## src/rtl/orb_hamming_matcher.sv

```systemverilog
// Brute-force ORB matcher: per image-0 descriptor, scans all image-1 descriptors for the
// minimum 256-bit Hamming distance and streams records that pass MAX_DISTANCE.
module orb_hamming_matcher #(
  parameter int MAX_DISTANCE = 64,
  parameter int MAX_LENGTH   = 2048
) (
  input  logic         i_clk,
  input  logic         i_rst,
  input  logic         i_desc_0_ready,
  output logic         o_desc_0_ready_ack,
  input  logic [15:0]  i_desc_0_length,
  output logic         o_desc_0_en,
  output logic [15:0]  o_desc_0_address,
  input  logic [255:0] i_desc_0_data,
  output logic         o_desc_0_location_en,
  output logic [15:0]  o_desc_0_location_address,
  input  logic [31:0]  i_desc_0_location_data,
  input  logic         i_desc_1_ready,
  output logic         o_desc_1_ready_ack,
  input  logic [15:0]  i_desc_1_length,
  output logic         o_desc_1_en,
  output logic [15:0]  o_desc_1_address,
  input  logic [255:0] i_desc_1_data,
  output logic         o_desc_1_location_en,
  output logic [15:0]  o_desc_1_location_address,
  input  logic [31:0]  i_desc_1_location_data,
  output logic         o_match_start,
  output logic         o_match_end,
  output logic         o_match_valid,
  output logic [63:0]  o_match_value,
  output logic [8:0]   o_match_distance
);
  localparam int AW = $clog2(MAX_LENGTH);
  localparam int LW = AW + 1;

  typedef enum logic [3:0] {
    S_IDLE, S_ACK, S_LOAD0, S_LWAIT, S_LCAP, S_SCAN,
    S_DRAIN, S_EVAL, S_LOC1W, S_LOC1C, S_DONE
  } state_t;

  state_t           r_state;
  logic [LW-1:0]    r_l0, r_l1, r_i, r_j;
  logic [255:0]     r_desc0;
  logic [31:0]      r_loc0;
  logic [9:0]       r_best_dist;
  logic [AW-1:0]    r_best_j;
  logic             r_ack, r_start, r_end, r_valid;
  logic             r_d0_en, r_d1_en, r_d1_loc_en;
  logic [AW-1:0]    r_d0_addr, r_d1_addr, r_d1_loc_addr;
  logic [63:0]      r_value;
  logic [8:0]       r_dist;
  logic             r_iss_last;
  logic             r_rd_vld, r_rd_last, r_s1_vld, r_s1_last, r_s2_vld, r_s2_last;
  logic [AW-1:0]    r_rd_j, r_s1_j, r_s2_j;
  logic [15:0][4:0] r_s1_cnt;
  logic [8:0]       r_s2_dist;

  logic [LW-1:0]    w_len0, w_len1, w_i_next;
  logic [255:0]     w_x;
  logic [15:0][4:0] w_cnt;
  logic [8:0]       w_sum;

  assign w_len0   = (i_desc_0_length > 16'(MAX_LENGTH)) ? LW'(MAX_LENGTH) : i_desc_0_length[LW-1:0];
  assign w_len1   = (i_desc_1_length > 16'(MAX_LENGTH)) ? LW'(MAX_LENGTH) : i_desc_1_length[LW-1:0];
  assign w_i_next = r_i + LW'(1);

  // Stage 1: XOR plus 16 independent 16-bit popcounts; stage 2 adds the partials.
  always_comb begin
    w_x = i_desc_1_data ^ r_desc0;
    for (int k = 0; k < 16; k++) begin
      w_cnt[k] = '0;
      for (int b = 0; b < 16; b++) w_cnt[k] = w_cnt[k] + 5'(w_x[16*k+b]);
    end
  end

  always_comb begin
    w_sum = '0;
    for (int k = 0; k < 16; k++) w_sum = w_sum + 9'(r_s1_cnt[k]);
  end

  always_ff @(posedge i_clk) begin
    if (i_rst) begin
      r_state <= S_IDLE;
      r_l0 <= '0; r_l1 <= '0; r_i <= '0; r_j <= '0;
      r_desc0 <= '0; r_loc0 <= '0; r_best_dist <= '0; r_best_j <= '0;
      r_ack <= 1'b0; r_start <= 1'b0; r_end <= 1'b0; r_valid <= 1'b0;
      r_d0_en <= 1'b0; r_d1_en <= 1'b0; r_d1_loc_en <= 1'b0;
      r_d0_addr <= '0; r_d1_addr <= '0; r_d1_loc_addr <= '0;
      r_value <= '0; r_dist <= '0; r_iss_last <= 1'b0;
      r_rd_vld <= 1'b0; r_rd_last <= 1'b0; r_rd_j <= '0;
      r_s1_vld <= 1'b0; r_s1_last <= 1'b0; r_s1_j <= '0; r_s1_cnt <= '0;
      r_s2_vld <= 1'b0; r_s2_last <= 1'b0; r_s2_j <= '0; r_s2_dist <= '0;
    end else begin
      r_ack <= 1'b0; r_start <= 1'b0; r_end <= 1'b0; r_valid <= 1'b0;
      r_d0_en <= 1'b0; r_d1_en <= 1'b0; r_d1_loc_en <= 1'b0; r_iss_last <= 1'b0;

      // Read data is valid the cycle after the registered enable is seen.
      r_rd_vld  <= r_d1_en;   r_rd_last <= r_iss_last; r_rd_j <= r_d1_addr;
      r_s1_vld  <= r_rd_vld;  r_s1_last <= r_rd_last;  r_s1_j <= r_rd_j; r_s1_cnt <= w_cnt;
      r_s2_vld  <= r_s1_vld;  r_s2_last <= r_s1_last;  r_s2_j <= r_s1_j; r_s2_dist <= w_sum;
      if (r_s2_vld && ({1'b0, r_s2_dist} < r_best_dist)) begin
        r_best_dist <= {1'b0, r_s2_dist};
        r_best_j    <= r_s2_j;
      end

      case (r_state)
        S_IDLE: if (i_desc_0_ready && i_desc_1_ready) begin
          r_ack   <= 1'b1;
          r_state <= S_ACK;
        end
        S_ACK: begin
          r_l0    <= w_len0;
          r_l1    <= w_len1;
          r_start <= 1'b1;
          r_i     <= '0;
          r_state <= (w_len0 == '0 || w_len1 == '0) ? S_DONE : S_LOAD0;
        end
        S_LOAD0: begin
          r_d0_en     <= 1'b1;
          r_d0_addr   <= r_i[AW-1:0];
          r_best_dist <= 10'd257;
          r_best_j    <= '0;
          r_state     <= S_LWAIT;
        end
        S_LWAIT: r_state <= S_LCAP;
        S_LCAP: begin
          r_desc0 <= i_desc_0_data;
          r_loc0  <= i_desc_0_location_data;
          r_j     <= '0;
          r_state <= S_SCAN;
        end
        S_SCAN: begin
          r_d1_en    <= 1'b1;
          r_d1_addr  <= r_j[AW-1:0];
          r_iss_last <= (r_j == r_l1 - LW'(1));
          r_j        <= r_j + LW'(1);
          if (r_j == r_l1 - LW'(1)) r_state <= S_DRAIN;
        end
        // The last compare lands on this edge, so best is final in EVAL.
        S_DRAIN: if (r_s2_vld && r_s2_last) r_state <= S_EVAL;
        S_EVAL: begin
          if (r_best_dist <= 10'(MAX_DISTANCE)) begin
            r_d1_loc_en   <= 1'b1;
            r_d1_loc_addr <= r_best_j;
            r_state       <= S_LOC1W;
          end else begin
            r_i     <= w_i_next;
            r_state <= (w_i_next == r_l0) ? S_DONE : S_LOAD0;
          end
        end
        S_LOC1W: r_state <= S_LOC1C;
        S_LOC1C: begin
          r_valid <= 1'b1;
          r_value <= {r_loc0, i_desc_1_location_data};
          r_dist  <= r_best_dist[8:0];
          r_i     <= w_i_next;
          r_state <= (w_i_next == r_l0) ? S_DONE : S_LOAD0;
        end
        S_DONE: begin
          r_end   <= 1'b1;
          r_state <= S_IDLE;
        end
        default: r_state <= S_IDLE;
      endcase
    end
  end

  assign o_desc_0_ready_ack        = r_ack;
  assign o_desc_1_ready_ack        = r_ack;
  assign o_desc_0_en               = r_d0_en;
  assign o_desc_0_address          = {{(16-AW){1'b0}}, r_d0_addr};
  assign o_desc_0_location_en      = r_d0_en;
  assign o_desc_0_location_address = {{(16-AW){1'b0}}, r_d0_addr};
  assign o_desc_1_en               = r_d1_en;
  assign o_desc_1_address          = {{(16-AW){1'b0}}, r_d1_addr};
  assign o_desc_1_location_en      = r_d1_loc_en;
  assign o_desc_1_location_address = {{(16-AW){1'b0}}, r_d1_loc_addr};
  assign o_match_start             = r_start;
  assign o_match_end               = r_end;
  assign o_match_valid             = r_valid;
  assign o_match_value             = r_value;
  assign o_match_distance          = r_dist;
endmodule

```

## config.mk

```make
export PLATFORM = sky130hd
export DESIGN_NAME = orb_hamming_matcher
export DESIGN_NICKNAME = d
export VERILOG_FILES = /design/src/rtl/orb_hamming_matcher.sv
export SDC_FILE = /design/constraint.sdc
export NUM_CORES = 2
export LEC_CHECK = 0
export CORE_ASPECT_RATIO = 0.7
export CORE_MARGIN = 4
export CORE_UTILIZATION = 25
export DETAILED_ROUTE_END_ITERATION = 10
export PLACE_DENSITY = 0.53
export SLEW_MARGIN = 40
export SYNTH_ARGS = -nofsm -noshare
export SYNTH_HDL_FRONTEND = slang
export SYNTH_SLANG_ARGS = --single-unit
```

## constraint.sdc

```tcl
create_clock -name i_clk -period 4.7 [get_ports i_clk]
set_input_delay 0.94 -clock i_clk [delete_from_list [all_inputs] [get_ports i_clk]]
set_output_delay 0.94 -clock i_clk [all_outputs]
set_load 0.05 [all_outputs]
```

==> Word level (Yosys, flattened, before mapping) <==
Index checks and enable logic that the tools add are counted.
{ "totals": {"register_bits": 602, "latchBits": 0, "ram_bits": 0, "mem_bits_ro": 0, "input_bits": 612, "out_inout_bits": 146, "wordCells": 369, "memories": 0} }
{ "classes": {"addsub": 258, "n_mul": 0, "div": 0, "magnitude_cmp": 4, "n_eq_ne": 16, "shift": 0, "mux": 21, "n_bitwise": 4, "reduce_logical": 17} }
{ "ops": {"columns": ["operator", "count"], "rows": [
  ["$add A5 B1 Y5", 176],
  ["$xor A256 B256 Y256", 1],
  ["$add A9 B5 Y9", 11],
  ["$add A4 B1 Y5", 16],
  ["$add A3 B1 Y4", 16],
  ["$add A2 B1 Y3", 16],
  ["$pmux W4 S10", 1],
  ["$mux W12", 3],
  ["$pmux W12 S3", 1],
  ["$add A1 B1 Y2", 16],
  ["$gt A16 B12 Y1 const B", 2],
  ["$add A12 B1 Y12 const B", 2],
  ["$eq A12 B12 Y1", 2],
  ["$logic_not A12 Y1", 2],
  ["$mux W4", 6],
  ["$pmux W12 S2", 1],
  ["$mux W9", 2],
  ["$eq A4 B3 Y1 const B", 4],
  ["$eq A4 B4 Y1 const B", 3],
  ["$sub A12 B1 Y12 const B", 1],
  ["$add A8 B5 Y9", 1],
  ["$le A9 B7 Y1 const B", 1],
  ["$lt A9 B9 Y1", 1],
  ["$add A7 B5 Y8", 1],
  ["other kinds (15)", 34]
]} }

==> Longest topological paths before layout <==
{ "depth": {"word_depth": 16, "depth_mapped": 20} }

==> Worst setup path before layout <==
OpenSTA, ideal clock, no wires.
{ "synth_path": {"kind": "reg2reg", "from": "register r_s1_cnt[2] (netlist bit)", "to": "register r_s2_dist[8]", "setup_ps": 128, "arrival_ps": 4964, "required_time_ps": 4572, "slack_ps": -392, "path_stages_with_launch": 19, "period_less_slack_ps": 5092, "cell_sequence": "dfxtp_1 > inv_1 > fa_1 > inv_1 > fa_1 > fa_1 > fa_1 > fa_1 > inv_1 > fa_1 > inv_1 > ha_1 > fa_1 > a21o_1 > a21oi_1 > o21bai_1 > a21oi_1 > xor2_1 > nor2_1"} }
{ "synth_via": {"elab_chain_cells": 15} }
{ "synth_rtl": {"columns": ["element", "line_no", "source"], "rows": [
  ["from (decl)", "55", "logic [15:0][4:0] r_s1_cnt;"],
  ["from (signal assigned)", "99", "r_s1_vld <= r_rd_vld; r_s1_last <= r_rd_last; r_s1_j <= r_rd_j; r_s1_cnt <= w_cnt;"],
  ["$add A5 B5 Y6", "78", "for (int k = 0; k < 16; k++) w_sum = w_sum + 9'(r_s1_cnt[k]);"],
  ["$add A6 B5 Y7", "78", null],
  ["$add A7 B5 Y8", "78", null],
  ["$add A8 B5 Y9", "78", null],
  ["$add A9 B5 Y9 (11 in a row)", "78", null],
  ["to (signal assigned)", "100", "r_s2_vld <= r_s1_vld; r_s2_last <= r_s1_last; r_s2_j <= r_s1_j; r_s2_dist <= w_sum;"],
  ["to (decl)", "56", "logic [8:0] r_s2_dist;"]
]} }
Every way passes these cells.
A chain may end at the register's enable or synchronous reset.

==> Worst setup path in the final report <==
{ "layout_path": {"from": "register r_s1_cnt[72] (netlist bit)", "to": "register r_s2_dist[8]"} }
{ "layout_via": {"elab_chain_cells": 2} }
{ "layout_rtl": {"columns": ["element", "line_no"], "rows": [
  ["$add A9 B5 Y9 (2 in a row)", "78"]
]} }
Every way passes these cells.

==> metrics.md <==
| Metric | Value |
|---|---|
| Yosys warnings | `0` |
| H-tree Lvls | `3` |
| Vias | `24500` |
| Worst Tran Pin Value | `0.888 ns` |
| Synth area leaders | `dfxtp_1 (39%), fa_1 (15%), nand2_1 (9.7%)` |
| Sink Count | `602` |
| Critical Path Fanout Max | `2` |
| Max_slew headroom | `0.408` |
| Largest net degree at the start of global routing | `161` |
| Die Footprint | `129000 um^2` |
| Routability cong. | `0.792` |
| Result of the run | `finished, violations left` |
| Final WS setup | `-0.290 ns` |
| Leakage | `0.0167 uW` |
| Core area | `122000 um^2` |
| DRC | `0` |
| Overflow after GRT | `0` |
| Placed wire-length estimate | `74.9 mm` |
| Vias in the first global route | `24900` |
| Clk root buf | `clkbuf_16` |
| # rows | `107` |
| Hold Crit Class | `reg -> reg` |
| Worst Skew | `0.0280 ns` |
| WL per Instance | `16.8 um` |
| Post-route cell area | `42700 um^2` |
| Final setup violation count | `4` |
| Layout cells sized above 1 | `0.0592` |
| Startpoint types | `register` |
| Post-Route WL | `98.4 mm` |
| Distinct cells, synth | `69` |
| RSZ-0062 raised after global routing | `yes` |
| Minimum clock period | `4.99 ns` |
| Final Max Tran Viols | `0` |
| Post-DP Area | `40100 um^2` |
| Pre-CTS WS | `-0.489 ns` |
| # nets final | `5097` |
| Final Hold Vio Count | `0` |
| Initial Util | `0.252` |
| Crit path arrival time | `5.50 ns` |
| CTS tree | `yes` |
| Post-route insts no fill | `5850` |
| PD cells | `708 nW/um^2` |
| FF-to-FF setup slack | `-0.29 ns` |
| Post-synth EDFFs | `0` |
| Clock Latency Late Sink | `0.65 ns` |
| DR pass1 iterations | `5` |
| Top-level I/O count | `758` |
| Most frequently used cell type in the post-synthesis netlist | `nand2_1` |
| Initial antenna violation count | `14` |
| Avg Inst Size Synth | `8.93 um^2` |
| Yosys top cell by area | `dfxtp_1` |
| Number of nets with antenna violations after routing | `0` |
| Post-Syn Instances | `3447` |
| Mapped Area | `30800 um^2` |
| Worst VDD drop | `2.50 mV` |
| Placed Cells | `5709` |
| Fmax | `200 MHz` |
| Die width | `427 um` |
| Crit path required time | `5.21 ns` |
| Synth top area share | `0.392` |
| Sum Neg Setup Slack | `-0.543 ns` |
| Primary FF master, synth | `dfxtp_1` |
| Starting DRT DRC Count | `1235` |
| Via density per instance | `4.19` |
| Hold_buf cts | `0` |
| GRT Total Usage | `0.148` |
| Vert. Die Dim | `302 um` |
| First-pass GRT wire length | `148 mm` |
| CP Capture Type | `register` |
| Synth top cells by count | `nand2_1 (793), dfxtp_1 (602), a21oi_1 (452)` |
| Failing checks | `setup timing` |
| IO buf count | `737` |
| Synthesized flop and latch total | `602` |
| Longest Clk Path Bufs | `3` |
| Num CTS Buffers | `71` |
| Crit share post-route | `1.06` |
| Post-synthesis sequential area ratio | `0.392` |
| Asr flop ratio synth | `0` |
| Max-cap check violation count | `0` |
| Area Overhead vs Synth | `38.7%` |
| Crit Path Category | `reg -> reg` |
| Clock transition at path regs | `0.06 ns` |
[per-stage QoR]
step           total power (uW)  utilization  hold slack [ns]
6_report                  30200        0.350            0.433
5_1_grt                   33100        0.350            0.455
4_1_cts                   30600        0.350            0.437
3_5_place_dp              23400        0.329            0.422
3_3_place_gp              23500        0.328            0.416
2_1_floorplan             17300            -            0.414
[where the power goes]
part | leakage [uW] | internal, uW | total, uW | switching, uW
sequential | 0.00487 | 5590 | 5780 | 195
clock | 0.00123 | 3600 | 6020 | 2420
combinational | 0.0106 | 9180 | 18400 | 9250
[final timing paths]
path / end / depth (start not counted) / startpoint
min reg2reg: r_s2_vld / 1 / r_s1_vld
max reg2reg: r_s2_dist[8] / 18 / r_s1_cnt[72]
max: r_s2_dist[8] / 18 / r_s1_cnt[72]
min: r_s2_vld / 1 / r_s1_vld
[area by class of cell]
| cell class | count | area (um^2) |
|---|---|---|
| clock buffer | 93 | 1970 |
| inverter | 255 | 957 |
| fill | 12700 | 79300 |
| antenna | 7 | 17.5 |
| tap | 1635 | 2050 |
| timing repair buffer | 818 | 8110 |
| multi-input combinational | 2402 | 17000 |
| sequential | 602 | 12100 |
| clock inverter | 38 | 541 |
[layer usage]
layer	wire, um	up-vias	global-route usage
met5	56	-	0
met4	2320	8	0.0386
met3	6240	124	0.0409
met2	46600	526	0.245
met1	43100	11500	0.190
li1	-	12400	-
[cell usage in the layout (no fill, tap or decap), drive strengths merged, types with 4 or more instances in the layout]
cell,count
conb,20
clkinv,17
nor3,23
or3,4
fa,226
or2,4
nor2b,64
dfxtp,602
a22oi,29
nand4,5
clkdlybuf4s50,736
o21ai,39
and3,10
diode,7
nand2,793
nand3,31
xnor2,74
a21o,21
mux2i,13
clkbuf,93
a221o,5
xor2,247
buf,82
a211oi,8
ha,109
nor3b,23
nor4,12
inv,262
a31oi,6
nand2b,9
nor2,132
a21oi,452
bufinv,11
[sequential cells by signal, indices dropped and copies added, names as in the netlist, 12 cells and up]
| name | flops |
|---|---|
| r_loc0 | 32 |
| r_l0 | 12 |
| o_match_value | 64 |
| r_i | 12 |
| r_l1 | 12 |
| r_desc0 | 256 |
| r_j | 12 |
| r_s1_cnt | 80 |
[timing repair]
item,CTS,global route
endpoints found under the setup margin,4,5
pin swaps,20,4
hold endpoints to repair,0,0
setup buffers,1,1
gates resized for setup,14,4
[critical path, cell delays in order, from the launching register on]
cell and delay [ns]:
dfxtp_1 0.37, inv_1 0.07, fa_2 0.58, fa_1 0.43, inv_1 0.09, fa_1 0.44, fa_1 0.49, fa_1 0.51
inv_1 0.05, fa_1 0.49, inv_2 0.05, ha_4 0.16, fa_2 0.35, a21o_1 0.17, a21oi_2 0.14, o21bai_1 0.09
a21oi_1 0.15, xor2_1 0.17, nor2_1 0.06
[kinds of logic after synthesis]
group,Yosys count,synth area share
compound gates,590,0.106
fa+ha+maj,335,0.191
flops,602,0.392
other cells,1,0.000122
xor+xnor,321,0.0913
buf+inv,462,0.0610
simple gates,1122,0.154
mux,14,0.00472
(Power assumes the default switching activity.)
